==> src/rtl/layer_header_fetch.sv <==
// Per-frame layer header scanner: walks every layer once per frame_start, reads all
// header registers through the async memory read ports and streams enabled layers out.
module layer_header_fetch #(
   parameter int NUM_LAYERS = 32,
   parameter int NUM_REGS   = 4,
   parameter int ENABLE_BIT = 15
) (
   input  logic                     clk,
   input  logic                     reset,
   input  logic                     frame_start,
   output logic [4:0]               mem_read_addr,
   input  logic [NUM_REGS*16-1:0]   mem_read_data,
   output logic                     hdr_valid,
   input  logic                     hdr_ready,
   output logic [4:0]               hdr_layer,
   output logic [NUM_REGS*16-1:0]   hdr_data,
   output logic                     scan_busy,
   output logic                     scan_done,
   output logic                     frame_overrun
);

   localparam logic [4:0] LAST_LAYER = 5'(NUM_LAYERS - 1);

   typedef enum logic [1:0] {
      ST_IDLE  = 2'd0,
      ST_SCAN  = 2'd1,
      ST_DRAIN = 2'd2
   } state_t;

   state_t                   state_q, state_d;
   logic [4:0]               layer_q, layer_d;
   logic                     hdr_valid_q, hdr_valid_d;
   logic [4:0]               hdr_layer_q, hdr_layer_d;
   logic [NUM_REGS*16-1:0]   hdr_data_q, hdr_data_d;
   logic                     frame_overrun_q, frame_overrun_d;

   logic handshake_s;
   logic load_ok_s;
   logic layer_en_s;
   logic load_s;
   logic last_s;

   // Next-state, output-register and layer-counter computation.
   always_comb begin
      handshake_s     = hdr_valid_q && hdr_ready;
      load_ok_s       = !hdr_valid_q || hdr_ready;
      layer_en_s      = mem_read_data[ENABLE_BIT];
      last_s          = (layer_q == LAST_LAYER);
      load_s          = (state_q == ST_SCAN) && load_ok_s && layer_en_s;

      state_d         = state_q;
      layer_d         = layer_q;
      hdr_valid_d     = hdr_valid_q;
      hdr_layer_d     = hdr_layer_q;
      hdr_data_d      = hdr_data_q;
      frame_overrun_d = frame_overrun_q | (frame_start && (state_q != ST_IDLE));

      if (load_s) begin
         hdr_valid_d = 1'b1;
         hdr_layer_d = layer_q;
         hdr_data_d  = mem_read_data;
      end else if (handshake_s) begin
         hdr_valid_d = 1'b0;
      end else begin
         hdr_valid_d = hdr_valid_q;
      end

      case (state_q)
         ST_IDLE: begin
            if (frame_start) begin
               state_d = ST_SCAN;
               layer_d = 5'd0;
            end else begin
               layer_d = 5'd0;
            end
         end
         ST_SCAN: begin
            // The last layer moves to DRAIN rather than wrapping the counter.
            if (load_ok_s && last_s) begin
               state_d = ST_DRAIN;
            end else if (load_ok_s) begin
               layer_d = layer_q + 5'd1;
            end else begin
               layer_d = layer_q;
            end
         end
         ST_DRAIN: begin
            if (!hdr_valid_q) begin
               state_d = ST_IDLE;
               layer_d = 5'd0;
            end else begin
               state_d = ST_DRAIN;
            end
         end
         default: begin
            state_d = ST_IDLE;
            layer_d = 5'd0;
         end
      endcase
   end

   // State and output registers; reset aborts any scan and drops the pending header.
   always_ff @(posedge clk or negedge reset) begin
      if (!reset) begin
         state_q         <= ST_IDLE;
         layer_q         <= 5'd0;
         hdr_valid_q     <= 1'b0;
         hdr_layer_q     <= 5'd0;
         hdr_data_q      <= '0;
         frame_overrun_q <= 1'b0;
      end else begin
         state_q         <= state_d;
         layer_q         <= layer_d;
         hdr_valid_q     <= hdr_valid_d;
         hdr_layer_q     <= hdr_layer_d;
         hdr_data_q      <= hdr_data_d;
         frame_overrun_q <= frame_overrun_d;
      end
   end

   assign mem_read_addr = layer_q;
   assign hdr_valid     = hdr_valid_q;
   assign hdr_layer     = hdr_layer_q;
   assign hdr_data      = hdr_data_q;
   assign frame_overrun = frame_overrun_q;
   assign scan_busy     = (state_q != ST_IDLE);
   assign scan_done     = (state_q == ST_DRAIN) && !hdr_valid_q;

endmodule

==> config.mk <==
export PLATFORM = sky130hd
export DESIGN_NAME = layer_header_fetch
export DESIGN_NICKNAME = d
export VERILOG_FILES = /design/src/rtl/layer_header_fetch.sv
export SDC_FILE = /design/constraint.sdc
export NUM_CORES = 1
export LEC_CHECK = 0
export CAP_MARGIN = 10
export CORE_ASPECT_RATIO = 0.75
export CORE_MARGIN = 5
export CORE_UTILIZATION = 44
export DETAILED_ROUTE_END_ITERATION = 8
export PLACE_DENSITY = 0.86
export SYNTH_ARGS = -nofsm -noshare
export SYNTH_HDL_FRONTEND = slang
export SYNTH_SLANG_ARGS = --single-unit
==> constraint.sdc <==
create_clock -name clk -period 4.5 [get_ports clk]
set_input_delay 1.35 -clock clk [delete_from_list [all_inputs] [get_ports clk]]
set_output_delay 1.35 -clock clk [all_outputs]
set_load 0.02 [all_outputs]
### After elaboration in Yosys (flattened, before gate mapping)

Cells that the tools add are included.

| cells by class | value |
|---|---|
| add/subtract/negate cells | 1 |
| eq/ne operators | 8 |
| mux-type cells | 10 |
| bitwise logic cells | 1 |
| reductions and logical operators | 13 |

Operators with widths:

| operator | count |
|---|---|
| $mux W5 | 3 |
| $pmux W5 S2 | 1 |
| $ne A2 B2 Y1 const B | 4 |
| $logic_and A1 B1 Y1 | 6 |
| $mux W2 | 3 |
| $pmux W2 S3 | 1 |
| $add A5 B1 Y5 const B | 1 |
| $eq A5 B5 Y1 const B | 1 |
| $reduce_bool A2 Y1 | 2 |
| $reduce_and A3 Y1 | 1 |
| $eq A2 B1 Y1 const B | 1 |
| $eq A2 B2 Y1 const B | 1 |
| $logic_not A2 Y1 | 1 |
| $mux W1 | 2 |
| $ne A2 B1 Y1 const B | 1 |
| $reduce_and A2 Y1 | 1 |
| $logic_not A1 Y1 | 1 |
| $logic_or A1 B1 Y1 | 1 |
| $or A1 B1 Y1 | 1 |

| word-level totals | value |
|---|---|
| bits in registers | 78 |
| input port bits | 68 |
| output and inout port bits | 78 |

### Depth between registers and ports, before layout

Gate-level depths: netlist of the first run.

| depth | value |
|---|---|
| depth after elaboration | 5 |
| gate-level depth with buffers | 6 |
| depth with buffers taken out | 6 |

### Worst setup path after synthesis of the first run

OpenSTA, ideal clock, no wires.

| timing path | value |
|---|---|
| kind | input to register |
| start | input hdr_ready |
| end | register hdr_data_q[32], in the netlist hdr_data[32] |
| arrival | 2.323 ns |
| data required time | 4.375 ns |
| path slack | 2.052 ns |
| cell stages on the path | 5 |
| buffers on the path | 2 |
| cells stage by stage | and2b_2 > nor2_4 > buf_6 > buf_12 > mux2_4 |

| on the way | value |
|---|---|
| word-level cells in the longest chain between the ends | 3 |

Ends and longest elaborated chain:

| element | line | RTL |
|---|---|---|
| start: declaration | 14 | `input logic hdr_ready,` |
| $logic_or A1 B1 Y1 | 46 | `load_ok_s = !hdr_valid_q \|\| hdr_ready;` |
| $logic_and A1 B1 Y1 (2 in a row) | 49 | `load_s = (state_q == ST_SCAN) && load_ok_s && layer_en_s;` |
| end signal: assignment | 116 | `hdr_data_q <= hdr_data_d;` |
| end: declaration | 34 | `logic [NUM_REGS*16-1:0] hdr_data_q, hdr_data_d;` |

No other way between the ends.
A chain may end at the register's enable or synchronous reset.

### Final worst setup path of the first run

| timing path | value |
|---|---|
| start | register state_q[0] |
| end | output scan_busy |

| on the way | value |
|---|---|
| word-level cells in the longest chain between the ends | 1 |

Ends and longest elaborated chain:

| element | line | RTL |
|---|---|---|
| start: declaration | 30 | `state_t state_q, state_d;` |
| start signal: assignment | 112 | `state_q <= state_d;` |
| $reduce_bool A2 Y1 | 126 | `assign scan_busy = (state_q != ST_IDLE);` |
| end: declaration | 17 | `output logic scan_busy,` |

No other way between the ends.

==> results.toml, run 1 <==
[layout]
antennaDiodeCount = 0
nets = 404
final_common_cell = "clkdlybuf4s50_1"
final.fill_count = 502
drive_gt1_frac = 0.266
final_util = 0.702
stdcell_area_um2 = 4750
areaGrowthSynthToFinish_pct = 56.0
mostFrequentLayoutCells = "clkdlybuf4s50_1 (144), dfrtp_1 (78), mux2_2 (60), mux2_4 (9), clkbuf_8 (9)"

[timing]
fmax_ghz = 0.334
drv_slew = 0
hold_viol_final = 0
timing.slew.headroom = 0.351
worstMarginPinSlew_ns = 0.974
whs_ns = 0.470
fin_skew_ns = 0.00666
setup_viol = 0
fin_tns_setup_ns = 0
min_period_ns = 2.99
min_period_over_period = 0.665
grt_setup_unrepaired = "no"

[placement]
gp_congestion = 0.714
io_buffers = 145
dp_hpwl_um = 5900
placed_cell_area_um2 = 4540

[setup_path]
critPathMaxFanout = 7
cp-end-kind = "output pin"
reg2regPathDepth = 5
required_ns = 3.15
crit_chain = "or2_2, clkdlybuf4s50_1"
cp.depth = 2
cp_num_buf_inv = 1
crit_arrival_ns = 1.64
reg2reg_from = "mem_read_addr[0]"
cpLargestDelayFamily = "buffers and inverters"
crit_path_start = "state_q[0]"
slowest_delay_ns = 0.55
critPathLaunchType = "flip-flop"
cpMaxStageDelayCell = "clkdlybuf4s50_1"
worstSetupPathType = "reg2out"

[clocking]
ctsHoldBuffers = 0
clkLatencyLatePin_ns = 0.33
post-cts-setup-buffers = 0
cts_tree = "yes"
clock_sinks = 78
clkSlewWorstSetupHoldPaths_ns = 0.08
clock_path_buffers = 2
numCtsBuffers = 9
clock_tree.root_cell = "clkbuf_8"
ctsResizeCount = 0
cts_max_level = 3

[logic_synthesis]
synthTopCellsByArea = "dfrtp_1 (64%), mux2_2 (22%), mux2_4 (4.4%)"
synth_area_um2 = 3040
synth_area_per_cell_um2 = 16.6
yosysWarnings = 0
synth_cells = 183
syn_nets = 253
synth-simple-area-share = 0.0353
synth_compound_area_frac = 0.0201
synthAdderAreaFrac = 0.00822
synth_largest_area_cell = "dfrtp_1"
yosysSeqAreaShare = 0.641
synthMuxAreaShare = 0.270
ys_types = 27
synth_xor_area_frac = 0.00288
netlist.area_leader.share = 0.641
ys_seq_elements = 78
synth_top_family_by_area = "multiplexers"

[worst_hold_path]
hold_path.class = "reg2reg"
hold_depth = 1
min_from = "hdr_data[15]"

[floorplan]
die_x_um = 106
core_region_area_um2 = 6770
initial_core_util = 0.450
rows = 26
io_pins = 146
die_area_um2 = 8700
die_height_um = 82.0

[drt]
drt_iter0_drc = 38
drtAntennaViolNets = 0
viasPerCell = 4.95
wl_per_cell_um = 18.4
post-route-drc-count = 0
vias = 2089
first_pass_iters = 4
wl_um = 7760

[global_routing]
grt_usage = 0.191
grt-ovfl-total = 0
grt_antenna_before_repair = 0
grt_pass1_vias = 2322
grt_max_degree = 79
grt_pass1_wl_um = 12600

[flow_run]
max_cap_viol_count = 0

[power]
power_density_nw_per_um2 = 557
vdd_drop_max_v = 0.000317
cellLeakagePower_nw = 1.97

[outcome]
status = "complete, no violations"
cells by family after synthesis:
group | after synthesis
AO/OA/AOI/OAI | 8
multiplexers | 70
XOR/XNOR | 1
buffers and inverters | 7
flip-flops | 78
adder cells (fa/ha/maj) | 2
AND/OR/NAND/NOR | 17
where the power goes:
group	internal [mW]	switching, mW
clock	0.309	0.235
sequential	0.899	0.125
combinational	0.590	0.489
total	1.80	0.848
through the flow:
stage          total power [mW]  worst slack (ns)  instances
3_3_place_gp               2.09              1.35        407
5_1_grt                    2.80              1.44        422
3_5_place_dp               2.13              1.31        407
4_1_cts                    2.68              1.48        422
6_report                   2.65              1.51        422
2_1_floorplan              1.57              2.05        183
metal layers:
metal  track usage  vias to the layer above  routed length (um)
met1         0.232                     1023                3260
met4        0.0647                        0                  93
met5             0                        -                   0
li1              -                      954                   -
met3        0.0856                        9                 781
met2         0.309                      103                3630
registers in the layout, summed over array words and instances (netlist names):
register	cells
hdr_data	64
hdr_layer	5
mem_read_addr	5
state_q	2
frame_overrun	1
hdr_valid	1
cells in the mapped netlist:
cell type   n
nand3_1     1
mux2_4      9
nand3b_2    1
o21ai_1     1
nor3_1      2
nor3b_1     1
a22o_1      3
or2_2       2
dfrtp_1    78
a21o_1      1
buf_12      1
buf_6       1
o21ai_0     1
mux2_2     60
nand3b_1    1
and3_1      1
o2bb2ai_1   1
nor2_4      1
a311oi_1    1
nand2b_1    2
nor2_1      2
ha_1        2
buf_4       5
nand2_1     2
and2b_2     1
xnor2_1     1
mux2i_1     1
final timing paths:
kind	end	slack [ns]
max	scan_busy	1.51
min	hdr_data[15]	0.47
max reg2reg	mem_read_addr[0]	2.63
min reg2reg	hdr_data[15]	0.47
max in group asynchronous	hdr_data[31]	2.70
min in group asynchronous	hdr_layer[4]	1.16
final cells by class:
type | count | area [um^2] | area share
Clock inverter | 4 | 72.6 | 0.0153
Sequential cell | 78 | 1950 | 0.411
Timing Repair Buffer | 147 | 1460 | 0.308
Multi-Input combinational cell | 98 | 1020 | 0.216
Clock buffer | 11 | 131 | 0.0277
Tap cell | 84 | 105 | 0.0221
No activity file was read; power rests on OpenSTA's default activity.
==> inputs of run 2 (changes only) <==
- CORE_UTILIZATION: 44 -> 37
- PLACE_DENSITY: 0.86 -> 0.77
- clock period: 4.5 -> 2.6 ns (I/O delays scaled with it)
==> run 2 against run 1 <==
Against the previous run:
- global-route usage shrank 4.4 points
- register-to-register slack lost 1.9 ns
- setup slack lost 1.3 ns
- sequential cell count is the same
- total power grew 73%
- cell count grew 5.5%
- via count shrank 0.53%
- clock skew shrank 0.0020 ns
- critical path depth is the same
- count of clock-buffer cells in the layout grew 1
- clock power grew 73%
- critical path type unchanged
- non-clock buffer count grew 1
==> results.toml, run 2 (synthesis gave the netlist of run 1 again) <==
[outcome]
status = "complete, no violations"

[timing]
min_period_ns = 2.44
grt_setup_unrepaired = "no"
fin_tns_setup_ns = 0
min_period_over_period = 0.937
worstMarginPinSlew_ns = 0.499
hold_viol_final = 0
fin_skew_ns = 0.00462
whs_ns = 0.408
fmax_ghz = 0.410
timing.slew.headroom = 0.667
setup_viol = 0
drv_slew = 0
fin_ws_ns = 0.164

[clocking]
numCtsBuffers = 9
clock_path_buffers = 2
ctsResizeCount = 0
clock_sinks = 78
cts_max_level = 3
clkLatencyLatePin_ns = 0.33
post-cts-setup-buffers = 0
clkSlewWorstSetupHoldPaths_ns = 0.08
clock_tree.root_cell = "clkbuf_8"
cts_tree = "yes"
ctsHoldBuffers = 0

[drt]
wl_per_cell_um = 16.3
viasPerCell = 4.67
drtAntennaViolNets = 0
post-route-drc-count = 0
drt_iter0_drc = 65
first_pass_iters = 4
wl_um = 7250
vias = 2078

[setup_path]
crit_arrival_ns = 1.66
critPathLaunchType = "flip-flop"
required_ns = 1.82
cp-end-kind = "output pin"
worstSetupPathType = "reg2out"
reg2regPathDepth = 5
critPathMaxFanout = 7

[floorplan]
die_area_um2 = 10200
rows = 28
core_region_area_um2 = 7950
die_height_um = 88.6
die_x_um = 115
io_pins = 146
initial_core_util = 0.383

[layout]
drive_gt1_frac = 0.274
antennaDiodeCount = 0
largest_register_ffs = 64
finalNonFillerCells = 445
areaGrowthSynthToFinish_pct = 58.4
nets = 405
final_common_cell = "clkdlybuf4s50_1"
mostFrequentLayoutCells = "clkdlybuf4s50_1 (144), dfrtp_1 (78), mux2_2 (60), clkbuf_8 (11), mux2_4 (9)"

[power]
power_density_nw_per_um2 = 948
cellLeakagePower_nw = 2.00
vdd_drop_max_v = 0.000631

[global_routing]
grt_usage = 0.147
grt_max_degree = 42
grt-ovfl-total = 0
grt_antenna_before_repair = 0
grt_pass1_wl_um = 11600
grt_pass1_vias = 2295

[flow_run]
max_cap_viol_count = 0

[placement]
dp.cells = 429
dp_hpwl_um = 5390
pre_cts_ws_ns = 0.164
gp_congestion = 0.798
io_buffers = 145

[worst_hold_path]
hold_path.class = "in2async"
[run 2: cell count changes in the layout (fill, tap and decap cells not counted), sizes merged]
| cell | previous run | this run |
|---|---|---|
| buf | 3 | 4 |
| clkbuf | 11 | 12 |
| bufinv | 2 | 1 |
| inv | 0 | 2 |
| clkinvlp | 1 | 0 |
[run 2: worst max-delay path, stage by stage (launching register included)]
cell,delay [ns]
dfrtp_1,0.45
or2_2,0.33
clkdlybuf4s50_1,0.55
[run 2: power by group]
group	internal [mW]	switching, mW
combinational	1.04	0.828
sequential	1.56	0.213
clock	0.502	0.437
[run 2: metal layers]
layer	vias to the layer above	track usage	routed length, um
met5	-	0	0
met4	0	0.0426	70
met3	9	0.0677	718
met2	87	0.231	3390
met1	1027	0.185	3060
li1	955	-	-
[run 2: worst paths after layout]
kind	from	slack [ns]	endpoint
min	reset	0.41	frame_overrun
max in group asynchronous	reset	1.60	hdr_data[55]
max reg2reg	mem_read_addr[0]	0.76	mem_read_addr[0]
min in group clk	frame_overrun	0.46	frame_overrun
min reg2reg	frame_overrun	0.46	frame_overrun
max	state_q[0]	0.16	scan_busy
[run 2: layout make-up]
type,count,area [um^2]
multi-input cells,98,1020
clock buffers,12,155
flip-flops and latches,78,1950
repair buffers,148,1510
clock inverters,4,52.6
fillers,673,3130
well taps,105,131
[run 2: per-stage QoR]
step                power [mW]  utilization  area (um^2)
floorplan                 2.72            -         3040
global placement          3.64        0.580         4620
detailed placement        3.68        0.580         4620
CTS                       4.65        0.607         4820
global route              4.84        0.607         4820
finish                    4.57        0.607         4820
==> inputs of run 3 (changes only) <==
- CORE_UTILIZATION: 37 -> 31
- PLACE_DENSITY: 0.77 -> 0.66
==> run 3 against run 2 <==
Against the previous run:
- worst hold slack better by 0.0054 ns
- setup slack better by 0.013 ns
- cell count increased by 6.1%
- clock skew shrank 0.0012 ns
- die area is 17% higher
- register-to-register slack lost 0.03 ns
- critical endpoint unchanged
- largest cell class unchanged
==> results.toml, run 3 (synthesis gave the netlist of run 1 again) <==
[clocking]
cts_tree = "yes"
clkLatencyLatePin_ns = 0.33
numCtsBuffers = 9
clock_sinks = 78
clock_tree.root_cell = "clkbuf_16"
post-cts-setup-buffers = 0
cts_max_level = 3
clkSlewWorstSetupHoldPaths_ns = 0.06
clock_path_buffers = 2
ctsResizeCount = 0
ctsHoldBuffers = 0

[drt]
viasPerCell = 4.39
drt_iter0_drc = 66
vias = 2073
drtAntennaViolNets = 0
wl_um = 7290
wl_per_cell_um = 15.4
post-route-drc-count = 0
first_pass_iters = 4

[layout]
areaGrowthSynthToFinish_pct = 63.1
largest_register_ffs = 64
multi_input_area_um2 = 1020
final.fill_count = 858
mostFrequentLayoutCells = "clkdlybuf4s50_1 (144), dfrtp_1 (78), mux2_2 (60), mux2_4 (9), clkbuf_16 (9)"
nets = 405
final-seq-area_um2 = 1950
final_common_cell = "clkdlybuf4s50_1"
drive_gt1_frac = 0.271
antennaDiodeCount = 0

[setup_path]
required_ns = 1.82
crit_arrival_ns = 1.64
critPathLaunchType = "flip-flop"
cp-end-kind = "output pin"
critPathMaxFanout = 7
worstSetupPathType = "reg2out"

[floorplan]
die_area_um2 = 11900
die_x_um = 124
core_region_area_um2 = 9620
die_height_um = 95.8
rows = 31
io_pins = 146
initial_core_util = 0.316

[timing]
grt_setup_unrepaired = "no"
min_period_over_period = 0.932
worstMarginPinSlew_ns = 0.501
min_period_ns = 2.42
setup_viol = 0
drv_slew = 0
timing.slew.headroom = 0.664
fmax_ghz = 0.413
hold_viol_final = 0
fin_tns_setup_ns = 0
fin_skew_ns = 0.00341

[power]
cellLeakagePower_nw = 2.05
vdd_drop_max_v = 0.000618
power_density_nw_per_um2 = 999
total_power_mw = 4.96

[global_routing]
grt_usage = 0.128
grt_max_degree = 42
grt_antenna_before_repair = 0
grt-ovfl-total = 0
grt_pass1_vias = 2289
grt_pass1_wl_um = 11900

[flow_run]
max_cap_viol_count = 0

[outcome]
status = "complete, no violations"

[placement]
gp_congestion = 0.714
io_buffers = 145
dp_hpwl_um = 5440

[worst_hold_path]
hold_path.class = "in2async"
run 3: cell types whose count changed in the layout (fill, tap and decap cells not counted):
cell,delta
clkbuf_8,-10
clkinv_2,+1
bufinv_16,+1
clkbuf_1,+1
inv_6,-2
clkbuf_16,+9
run 3: cell type report:
type | instances | area share
clock inverters | 4 | 0.0141
flip-flops and latches | 78 | 0.393
repair buffers | 148 | 0.304
multi-input cells | 98 | 0.206
clock buffers | 12 | 0.0496
well taps | 132 | 0.0333
run 3: layer usage:
| metal | wire length (um) | share of wire | global-route usage |
|---|---|---|---|
| met5 | 0 | 0 | 0 |
| met4 | 112 | 0.015 | 0.0493 |
| met3 | 716 | 0.098 | 0.0721 |
| met2 | 3080 | 0.42 | 0.179 |
| met1 | 3380 | 0.46 | 0.165 |
run 3: worst paths after layout:
kind	to	slack, ns	from	cells after the start
worst min register to register	frame_overrun	0.45	frame_overrun	1
min in group clk	frame_overrun	0.45	frame_overrun	1
worst max-delay path	scan_busy	0.18	state_q[0]	2
worst max register to register	mem_read_addr[0]	0.73	mem_read_addr[0]	5
worst min-delay path	hdr_layer[1]	0.41	reset	1
max in group asynchronous	hdr_data[6]	1.60	reset	2
run 3: worst max-delay path, cell delays in order, from the launching register on:
cell             delay (ns)
dfrtp_1                0.44
or2_2                  0.33
clkdlybuf4s50_1        0.54
run 3: stage by stage:
step,std cells,hold WS (ns),cell area [um^2],worst slack [ns],util
after floorplan,183,0.454,3040,0.722,-
after global placement,456,0.439,4650,0.172,0.483
after detailed placement,456,0.444,4650,0.142,0.483
after CTS,472,0.424,4970,0.153,0.516
after global routing,472,0.445,4970,0.0867,0.516
final,472,0.414,4970,0.177,0.516
run 3: power by group:
part	leakage, nW	switching [mW]	internal, mW	total (mW)
Clock	0.157	0.459	0.864	1.32
Combinational	0.983	0.827	1.04	1.86
Sequential	0.906	0.215	1.56	1.78
Total	2.05	1.50	3.46	4.96
